$ cat config.mk
export PLATFORM = sky130hd
export DESIGN_NAME = div
export DESIGN_NICKNAME = d
export VERILOG_FILES = /design/src/rtl/div_pkg.sv /design/src/rtl/div.sv
export SDC_FILE = /design/constraint.sdc
export NUM_CORES = 1
export LEC_CHECK = 0
export ABC_AREA = 1
export CAP_MARGIN = 20
export CELL_PAD_IN_SITES_DETAIL_PLACEMENT = 1
export CELL_PAD_IN_SITES_GLOBAL_PLACEMENT = 2
export CORE_MARGIN = 2
export CORE_UTILIZATION = 31
export CTS_BUF_LIST = sky130_fd_sc_hd__clkbuf_4
export CTS_CLUSTER_SIZE = 25
export DETAILED_ROUTE_END_ITERATION = 10
export PLACE_DENSITY = 0.8
export SYNTH_ARGS = -nofsm -noshare
export SYNTH_HDL_FRONTEND = slang
export SYNTH_SLANG_ARGS = --single-unit
$ cat constraint.sdc
create_clock -name clk -period 4.5 [get_ports clk]
set_input_delay 0.9 -clock clk [delete_from_list [all_inputs] [get_ports clk]]
set_output_delay 0.9 -clock clk [all_outputs]
set_load 0.005 [all_outputs]
$ cat src/rtl/div_pkg.sv
// Shared definitions for the execute-stage divider: FSM encodings, handshake
// levels and the ALU op codes that select DIV/DIVU.
package div_pkg;

   localparam int DIV_DATA_W = 32;

   typedef enum logic [1:0] {
      DivFree   = 2'b00,
      DivByZero = 2'b01,
      DivOn     = 2'b10,
      DivEnd    = 2'b11
   } div_state_e;

   localparam logic DivResultReady    = 1'b1;
   localparam logic DivResultNotReady = 1'b0;
   localparam logic DivStart          = 1'b1;
   localparam logic DivStop           = 1'b0;

   localparam logic [7:0] EXE_DIV_OP  = 8'b0001_1010;
   localparam logic [7:0] EXE_DIVU_OP = 8'b0001_1011;

endpackage

$ cat src/rtl/div.sv
// Multi-cycle radix-2 restoring divider for DIV/DIVU. One quotient bit per
// cycle; result_o = {remainder, quotient}, held while start_i stays high.
module div
   import div_pkg::*;
#(
   parameter int DATA_W = DIV_DATA_W
) (
   input  logic                clk,
   input  logic                rst,
   input  logic                signed_div_i,
   input  logic [DATA_W-1:0]   opdata1_i,
   input  logic [DATA_W-1:0]   opdata2_i,
   input  logic                start_i,
   input  logic                annul_i,
   output logic [2*DATA_W-1:0] result_o,
   output logic                ready_o
);

   localparam int CNT_W  = $clog2(DATA_W + 1);
   localparam int WORK_W = 2*DATA_W + 1;

   function automatic logic [DATA_W-1:0] neg_if(input logic [DATA_W-1:0] x,
                                                input logic              en);
      logic signed [DATA_W-1:0] xs;
      xs = x;
      return en ? -xs : xs;
   endfunction

   function automatic logic [DATA_W-1:0] mag(input logic [DATA_W-1:0] x,
                                             input logic              is_signed);
      return neg_if(x, is_signed & x[DATA_W-1]);
   endfunction

   div_state_e        state;
   logic [CNT_W-1:0]  cnt;
   logic [WORK_W-1:0] work_p0;
   logic [DATA_W-1:0] divisor_p0;
   logic              neg1_p0, neg2_p0;
   logic [DATA_W-1:0] quot_p1, rem_p1;
   logic [DATA_W:0]   diff;

   // Trial subtraction of the divisor from the upper half of the working register.
   always_comb begin
      diff = {1'b0, work_p0[2*DATA_W-1:DATA_W]} - {1'b0, divisor_p0};
   end

   always_ff @(posedge clk) begin
      if (rst) begin
         state    <= DivFree;
         cnt      <= '0;
         ready_o  <= DivResultNotReady;
         result_o <= '0;
      end else begin
         unique case (state)
            DivFree: begin
               ready_o  <= DivResultNotReady;
               result_o <= '0;
               if (start_i == DivStart && !annul_i) begin
                  if (opdata2_i == '0) begin
                     state <= DivByZero;
                  end else begin
                     state      <= DivOn;
                     cnt        <= '0;
                     neg1_p0    <= signed_div_i & opdata1_i[DATA_W-1];
                     neg2_p0    <= signed_div_i & opdata2_i[DATA_W-1];
                     work_p0    <= {{DATA_W{1'b0}}, mag(opdata1_i, signed_div_i), 1'b0};
                     divisor_p0 <= mag(opdata2_i, signed_div_i);
                  end
               end
            end

            DivByZero: begin
               work_p0 <= '0;
               quot_p1 <= '0;
               rem_p1  <= '0;
               state   <= DivEnd;
            end

            // Stage p0 -> p1: iterate on magnitudes, then restore signs.
            DivOn: begin
               if (annul_i) begin
                  state <= DivFree;
                  cnt   <= '0;
               end else if (cnt != CNT_W'(DATA_W)) begin
                  if (diff[DATA_W])
                     work_p0 <= {work_p0[WORK_W-2:0], 1'b0};
                  else
                     work_p0 <= {diff[DATA_W-1:0], work_p0[DATA_W-1:0], 1'b1};
                  cnt <= cnt + 1'b1;
               end else begin
                  quot_p1 <= neg_if(work_p0[DATA_W-1:0], neg1_p0 ^ neg2_p0);
                  rem_p1  <= neg_if(work_p0[WORK_W-1:DATA_W+1], neg1_p0);
                  cnt     <= '0;
                  state   <= DivEnd;
               end
            end

            // First DivEnd cycle always presents the result, so a start dropped
            // mid-division still yields a one-cycle ready pulse.
            DivEnd: begin
               if (ready_o != DivResultReady) begin
                  result_o <= {rem_p1, quot_p1};
                  ready_o  <= DivResultReady;
               end else if (start_i == DivStop) begin
                  result_o <= '0;
                  ready_o  <= DivResultNotReady;
                  state    <= DivFree;
               end
            end

            default: state <= DivFree;
         endcase
      end
   end

endmodule
# Word-level counts from Yosys, hierarchy flattened
# Index checks and enable logic that the tools add are counted.
[totals]
reg_bits = 236
latchBits = 0
ram_bits = 0
mem_bits_ro = 0
output_inout_bits = 65
wordCells = 82
n_memories = 0
[op_classes]
addsub = 6
multipliers = 0
div_mod_pow = 0
order_cmp = 0
eq_ne = 13
shifts = 0
mux = 34
bitwise = 5
reduce_logical = 14
[op_table]
columns = ["op", "n"]
rows = [
  ["$mux 65", 5],
  ["$mux 32", 8],
  ["$pmux 65 s3", 1],
  ["$mux 64", 2],
  ["$neg 32->32", 4],
  ["$pmux 32 s2", 2],
  ["$pmux 64 s2", 1],
  ["$sub 32x32->33", 1],
  ["$logic_not 32->1", 1],
  ["$mux 6", 4],
  ["$ne 2x2->1 const B", 7],
  ["$mux 2", 6],
  ["$pmux 6 s2", 1],
  ["$reduce_and 4->1", 3],
  ["$pmux 2 s4", 1],
  ["$add 6x1->6 const B", 1],
  ["$ne 3x3->1 const B", 2],
  ["$ne 6x6->1 const B", 1],
  ["$reduce_and 6->1", 1],
  ["$reduce_bool 2->1", 3],
  ["$eq 2x2->1 const B", 2],
  ["$reduce_and 3->1", 1],
  ["$reduce_bool 3->1", 1],
  ["$and 1x1->1", 2],
  ["9 further kinds", 11],
]

# Logic depth before layout (Yosys ltp)
# Gate-level depths: netlist of the first run.
[logic_depth]
depth_word = 5
depth_mapped = 17
depth_no_buf = 16

# Worst setup path before layout of the first run
# Ideal clock, no wire load.
[synth_timing]
path_type = "register to register"
from = "reg state[0]"
to = "reg quot_p1[0] (enable)"
setup_time_ns = 0.486
arrival_ns = 3.980
required_ns = 4.014
setup_slack_ns = 0.034
stages_incl_launch_ff = 8
synth_period_minus_slack_ns = 4.466
cell_sequence = "dfxtp_1 -> inv_1 -> ha_1 -> buf_2 -> clkinv_1 -> clkbuf_1 -> a21oi_1 -> nor2_1"
[synth_between]
elab_chain_cells = 3
word_cells_on_any_way = 6
[synth_lines]
columns = ["element", "line_no", "rtl"]
rows = [
  ["from (decl)", "div.sv:34", "div_state_e state;"],
  ["from (signal assigned)", "div.sv:49", "state <= DivFree;"],
  ["from (signal assigned)", "div.sv:60", "state <= DivByZero;"],
  ["from (signal assigned)", "div.sv:62", "state <= DivOn;"],
  ["$eq 2x2->1 or $eq 2x1->1 (tied branches)", "div.sv:54", "unique case (state)"],
  ["$ne 2x2->1 (no source line) or $reduce_bool 2->1 (tied branches)", "-", ""],
  ["$reduce_and 4->1 (no source line) (*)", "-", ""],
  ["to (signal assigned)", "div.sv:91", "quot_p1 <= neg_if(work_p0[DATA_W-1:0], neg1_p0 ^ neg2_p0);"],
  ["to (decl)", "div.sv:39", "logic [DATA_W-1:0] quot_p1, rem_p1;"],
]
# Every way passes the cells marked *; elsewhere a longest branch is shown, timed or not.
# A chain may end at the register's enable or synchronous reset.

# Final worst setup path of the first run
[layout_timing]
from = "in opdata2_i[0]"
to = "reg work_p0[46] (enable)"
[layout_between]
elab_chain_cells = 3
[layout_lines]
columns = ["element", "line_no", "rtl"]
rows = [
  ["from (decl)", "div.sv:12", "input logic [DATA_W-1:0] opdata2_i,"],
  ["$logic_not 32->1", "div.sv:59", "if (opdata2_i == '0) begin"],
  ["$ne 2x2->1 (no source line)", "-", ""],
  ["$reduce_and 6->1 (no source line)", "-", ""],
  ["to (signal assigned)", "div.sv:66", "work_p0 <= {{DATA_W{1'b0}}, mag(opdata1_i, signed_div_i), 1'b0};"],
  ["to (signal assigned)", "div.sv:86", "work_p0 <= {work_p0[WORK_W-2:0], 1'b0};"],
  ["to (signal assigned)", "div.sv:88", "work_p0 <= {diff[DATA_W-1:0], work_p0[DATA_W-1:0], 1'b1};"],
  ["to (decl)", "div.sv:36", "logic [WORK_W-1:0] work_p0;"],
]
# Every way passes these cells.

==> results of run 1 <==
sequential cells by signal, indices dropped and copies added (netlist names):
name	count
work_p0	65
state	2
divisor_p0	32
ready_o	1
neg1_p0	1
result_o	64
rem_p1	32
cnt	6
neg2_p0	1
quot_p1	32
through the flow:
stage,instances,hold WS [ps]
CTS,2929,465.8
global route,2933,481.5
finish,2933,461.6
detailed placement,2809,456.4
global placement,2809,452.8
floorplan,2107,456.0
routing by layer:
layer	up-vias	GRT usage	wire length, µm
met3	66	0.03161	2024
met1	6757	0.2860	25430
met4	2	0.06839	1101
met5	-	0	11
met2	266	0.2986	21080
li1	7231	-	-
final cells by class:
type,count,area (µm²),area share
Antenna cell,2,5.005,0.0002786
Clock buffer,102,765.7,0.04263
Clock inverter,18,166.4,0.009265
Inverter,315,1182,0.06583
Multi-Input combinational cell,1493,7214,0.4017
Sequential cell,236,6356,0.3539
Tap cell,615,769.5,0.04284
Timing Repair Buffer,152,1501,0.08359
where the power goes:
group	total [W]	switching [W]	leakage [nW]	internal, W
Clock	0.00215	0.000934	0.541	0.00121
Sequential	0.00259	0.000106	2.11	0.00248
Combinational	0.00137	0.000943	5.09	0.000426
path summary, 6_finish.rpt:
path / startpoint / slack, ps / to
max: opdata2_i[0] / 1220 / work_p0[46]
max reg2reg: divisor_p0[0] / 1530 / work_p0[61]
min reg2reg: result_o[58] / 460 / result_o[58]
min: result_o[58] / 460 / result_o[58]
cells in the mapped netlist, drive strengths merged:
library cell and n:
a21boi 1, a21oi 163, a31oi 4, and2 6
buf 13, clkbuf 50, clkinv 4, dfxtp 73
edfxtp 163, fa 1, ha 43, inv 311
nand2 553, nand3 205, nand3b 5, nand4 25
nor2 248, nor3 45, nor3b 2, nor4 5
o211ai 4, o21a 5, o21ai 102, o21bai 2
o22ai 13, o31a 1, o31ai 4, o32ai 2
or2 4, xnor2 14, xor2 36
kinds of logic (layout without fill, tap and decap cells):
kind of cell	after synthesis	after routing
AOI/OAI and AO/OA	301	301
adders and majority gates	44	44
other	0	2
and+or+nand+nor	1098	1098
xor gates and xnor gates	50	50
DFF	236	236
buffers and inverters	378	587
tightest hold or removal path: cells and delay by family, from the launching register on:
family,cells,cell delay (ps)
flip-flops,1,310
AND/OR/NAND/NOR,1,60
AO/OA/AOI/OAI,1,50
==> impl_summary.md, run 1 <==
Drt
The total length of routed wires is roughly 50000 µm. The detailed-route wire length per cell is about 17 µm. The number of nets with antenna violations after detailed routing is 0. The ratio of routed vias to standard cells is around 4.9. The detailed-route via count is about 14000. The number of iterations in the first detailed-routing pass is 5. After detailed routing, the number of remaining DRC violations is 0. The first routing iteration left between 700 and 800 violations.

Final layout
The commonest non-fill, non-tap cell in the layout is sky130_fd_sc_hd__nand2_1. In the final layout, the share of cells above drive strength 1 is 0.06908. Counting the fill cells in the layout gives 6032. The core occupancy in the finished layout is 0.3762. Leaving out fill and tap cells, the most frequent cells in the layout are 548 x sky130_fd_sc_hd__nand2_1, 302 x sky130_fd_sc_hd__inv_1, 242 x sky130_fd_sc_hd__nor2_1. The final design instance area without fill is ~0.018 mm². The signed area change from the synthesized netlist to the final layout is 19.71%.

After the last flow step, the layout net total stands at about 2400.

Synth
The area share of the leading cell type in the synthesized netlist is 0.3262. The register bit count reported by yosys is 236. The cell area after synthesis is 0.01500 mm². The post-synthesis compound-gate area fraction was 0.1057. The number of different library cells used by synthesis comes to 47. Yosys printed 0 warnings. The part of the Yosys area used for sequential elements is 0.4237. Synthesis produced a netlist with a net count of between 2000 and 2500. The number of instances in the synthesized netlist is ~2100.

The post-synthesis share of cell area spent on and, or, nand and nor gates is 0.3079. The adder and majority gate portion of the synthesized area is 0.03719. By area, the combinational part of the netlist is dominated by simple AND/OR/NAND/NOR gates. After synthesis, the mean cell area works out to a little over 7 µm². Sorting the synthesized cells by area gives the leading types as sky130_fd_sc_hd__edfxtp_1 33%, sky130_fd_sc_hd__nand2_1 14%, sky130_fd_sc_hd__dfxtp_1 9.7%. The XOR/XNOR share of the synthesized area is 0.02919. sky130_fd_sc_hd__edfxtp_1 takes more of the synthesized area than any other cell. The multiplexer fraction of the synthesized cell area is 0.

Worst setup path
The family of cells with the greatest summed delay on the critical path is simple AND/OR/NAND/NOR gates. The critical path is of the in2reg type. The highest fanout seen on the critical path is 34.

The critical path data arrival time is ~3700 ps. STA classifies the critical path endpoint as a flop. Data on the critical path is required at its endpoint by between 4000 and 5000 ps. The total buffers and inverters traversed by the critical path is 4. The slowest cell on the critical path is sky130_fd_sc_hd__nor2_1. On the worst path, the slowest cell contributes a delay of about 450 ps. The signal on the critical path passes through clkdlybuf4s50_1 -> inv_1 -> ha_1 -> nand2_1 -> nor2_1 -> nand2_1 -> nor2_1 -> nand2_1 -> nand3_1 -> inv_2 -> buf_4. STA classifies the critical path startpoint as an input pin. The cell occurring most often along the worst timing path is sky130_fd_sc_hd__nand2_1. The total stage count of the critical path is 11. Counting cells, the worst reg-to-reg path comes to 14.

Clocking
After clock tree synthesis, the clock-pin slew on the worst setup and hold paths is about 60 ps. Counting the buffers created by CTS gives 67. The post-CTS setup-driven buffer insertion count is 0.

For this design, the sink count on the clock tree is roughly 240. The clock root buffer master is sky130_fd_sc_hd__clkbuf_4. TritonCTS built the clock tree. The later pin in the worst-skew pair is clocked with a latency of around 750 ps. The H-tree was split into 3 levels. The maximum count of clock buffers along a single path is 3. The hold-fix buffer count after cts is 0.

After clock tree synthesis, the repair step resized 0 gates.

Place
The final weighted congestion in routability-driven placement is 0.8980. The instance area after placement is between 0.015 and 0.02 mm². The HPWL after detailed placement is ~40000 µm.

The number of input and output port buffers inserted is 133. Prior to clock tree synthesis, the placed netlist has a worst setup slack of 513.4 ps.

Global routing
The total routing resource utilization after global routing is 0.1979. The first global-routing pass estimated a little under 80000 µm of wire. The number of global-route vias before repair is approximately 14000. After global routing the overflow that remains totals 0. The pin count of the biggest net entering global routing is 73. The initial antenna violation count is 2.

Outcome
The run finished with clean final reports.

Die
The core region is around 0.048 mm². The full die area is roughly 0.050 mm². For this design the top-level I/O count stands at 134. The die is about 220 µm tall.

Row generation in the floorplan step produced 80 rows. For this configuration, the core starts out at a cell density of 0.3142. The horizontal extent of the die is around 220 µm.

Min path
The class of the tightest hold or removal check is reg2reg. The worst hold path passes through 2 cells.

Power and ir drop
Across the VDD grid, the largest voltage drop is roughly 0.15 mV. The leakage power summed over all cells is ~7.7 nW. The power per standard cell area is roughly 340 mW/mm². The overall power is 0.006103 W.

Timing
In the finished design, the share of the clock period the worst path needs comes to 0.7281. The clock period minus worst slack is about 3300 ps. The final-layout setup total negative slack is 0 ps. The post-route worst setup slack is ~1200 ps. Setup repair after global routing left no endpoint under its margin.

The setup clock skew after layout is about 55 ps. The headroom to the max-slew limit is 0.4688. For the pin with the worst max-slew slack, the measured transition is around 800 ps. The number of endpoints with negative hold slack in the final report came to 0. Static timing analysis puts the maximum clock frequency at between 0.3 and 0.4 GHz. The count of pins over their slew limit is 0. Setup violations remaining at the end of the flow were counted as 0.

Job
The number of max-cap violations is 0.
Note: power is estimated with default switching activity, not from simulation.
==> run 2, diff against run 1 <==
CORE_UTILIZATION = 34   (was 31)
PLACE_DENSITY = 0.83   (was 0.8)
clock period = 3.4 ns   (was 4.5 ns; I/O delays follow)
==> impl_summary.md, run 2 (synthesis gave the netlist of run 1 again) <==
Final layout
The proportion of layout cells with a drive suffix above 1 is 0.07345. The largest registers in the layout are work_p0 (65), result_o (64). In the layout the commonest cells are 548 x sky130_fd_sc_hd__nand2_1, 302 x sky130_fd_sc_hd__inv_1, 242 x sky130_fd_sc_hd__nor2_1. The signed area change from the synthesized netlist to the final layout is 19.51%. The count of nets after finishing is 2387. The commonest non-fill, non-tap cell in the layout is sky130_fd_sc_hd__nand2_1. The final design instance area without fill is ~0.018 mm².

The most flop-heavy register is work_p0. The register with the most flip-flops in the layout has 65 of them.

Timing
Setup total negative slack on the finished layout was measured at 0 ps. On the final layout, the worst clock skew is roughly 43 ps. The headroom to the max-slew limit is 0.4901. Setup repair after global routing left no endpoint under its margin.

The worst path in the final design needs a cycle of 2803 ps, including I/O delays and setup. The share of the cycle needed by the critical path after routing is 0.8245. The number of setup violations in the final report is 0. At the pin with the least slew margin, the transition time is around 760 ps. Once routing completed, OpenROAD measured the worst setup slack at 596.6 ps.

The count of pins over their slew limit came to 0. The maximum clock rate is approximately 0.36 GHz. The number of endpoints with negative hold slack in the final report was 0.

Clocking
The TritonCTS clock tree is yes. In this run the post-CTS setup repair buffer count came out at 0. The clock latency on the worst-skew pair is roughly 730 ps. The longest clock path from root to sink contains 3 buffers.

The total number of H-tree levels is 3. The post-CTS clock slew at the launch and capture registers of the worst setup and hold paths is approximately 70 ps. The number of buffers inserted during clock tree synthesis is slightly below 70. Gates resized during post-CTS repair numbered 0.

The clock root buffer master is sky130_fd_sc_hd__clkbuf_4. The number of sinks handled by clock tree synthesis is ~240. In this run, post-CTS hold repair placed 0 buffers.

Global routing
The initial antenna violation count is 1. For this run the aggregate overflow at the end of global routing stands at 0. The first global-routing pass estimated slightly below 80000 µm of wire. Entering global routing, the biggest net connects between 70 and 80 pins. The total routing resource utilization after global routing is 0.2173. The number of global-route vias before repair is ~14000.

Drt
After the first detailed-routing iteration, the DRC count stood at between 1000 and 1500. Dividing the detail-routed wire length by the instance count gives approximately 17 µm. The residual DRC count is 0. The number of nets with antenna violations after detailed routing is 0. The total length of routed wires is 50240 µm. The number of iterations in the first detailed-routing pass is 6.

The ratio of routed vias to standard cells is 4.933. Detailed routing inserted a total of 14376 vias.

Place
The instance area after placement is about 0.017 mm². The congestion estimate from routability-driven global placement came to a little under 0.9. The worst setup slack after placement is roughly 320 ps. The number of input and output port buffers inserted is 133.

The HPWL after detailed placement is 39950 µm.

Worst setup path
Of all nets on the critical path, the largest fanout is between 40 and 50. For the worst setup path, the data arrival time is around 3300 ps. The worst setup path is launched from a flop.

STA classifies the critical path endpoint as a flop. The required time reported for the critical path endpoint is between 3000 and 4000 ps. The critical path in this run is classified as reg2reg.

Die
The region available for standard cell placement spans between 0.04 and 0.05 mm². The die covers around 0.046 mm². The initial core utilization is 0.3460. In this run the vertical extent of the chip is 214.1 µm.

The horizontal extent of the die is about 210 µm. The number of core rows is 76. The boundary pin count is approximately 130.

Min path
The path class of the tightest hold or removal check is reg2reg.

Outcome
The run finished with clean final reports.

Power and ir drop
The worst vdd rail ir drop is between 0.2 and 0.25 mV. For this design the ratio of total power to cell area is roughly 440 mW/mm². The leakage power summed over all cells is ~7.8 nW.

Job
The number of max-cap violations is 0.
==> run 2: final timing paths <==
| check | slack [ps] | to | start | cells after the start |
|---|---|---|---|---|
| worst max register to register | 600 | work_p0[38] | work_p0[41] | 11 |
| worst max-delay path | 600 | work_p0[38] | work_p0[41] | 11 |
| worst min-delay path | 460 | result_o[9] | result_o[9] | 2 |
| worst min register to register | 460 | result_o[9] | result_o[9] | 2 |
==> run 2: stage by stage <==
step,hold slack (ps),instances,utilization,total power [W]
after CTS,463.0,2913,0.4134,0.008033
after floorplan,456.0,2107,-,0.004615
after detailed placement,454.8,2788,0.3931,0.005310
final,459.5,2914,0.4135,0.007921
after global placement,451.2,2788,0.3931,0.005269
after global routing,481.7,2914,0.4135,0.008445
==> run 2: area by class of cell <==
class | count | area [µm²]
well taps | 585 | 732.0
diodes | 1 | 2.502
multi-input cells | 1493 | 7214
flip-flops and latches | 236 | 6356
inverters | 315 | 1182
clock inverters | 17 | 72.57
clock buffers | 108 | 810.8
repair buffers | 159 | 1559
fillers | 5576 | 25430
==> run 2: where the power goes <==
group	leakage, nW	internal, W	switching (W)
Clock	0.540	0.00145	0.00122
Sequential	2.11	0.00328	0.000150
Combinational	5.13	0.000566	0.00126
Total	7.77	0.00530	0.00263
==> run 2: layer usage <==
layer	GRT usage	share of wire
met3	0.03475	0.050
met2	0.3218	0.42
met1	0.3253	0.51
met5	0	0
met4	0.06111	0.017
==> run 2: critical path: stages, from the launching register on <==
cell,delay [ps]
sky130_fd_sc_hd__edfxtp_1,560
sky130_fd_sc_hd__ha_1,510
sky130_fd_sc_hd__nand2_1,170
sky130_fd_sc_hd__nor2_1,240
sky130_fd_sc_hd__and2_1,190
sky130_fd_sc_hd__nand2_1,70
sky130_fd_sc_hd__nand2_2,100
sky130_fd_sc_hd__nand2_4,70
sky130_fd_sc_hd__nand2_8,240
sky130_fd_sc_hd__inv_2,160
sky130_fd_sc_hd__nor2_1,140
sky130_fd_sc_hd__nor2_1,70
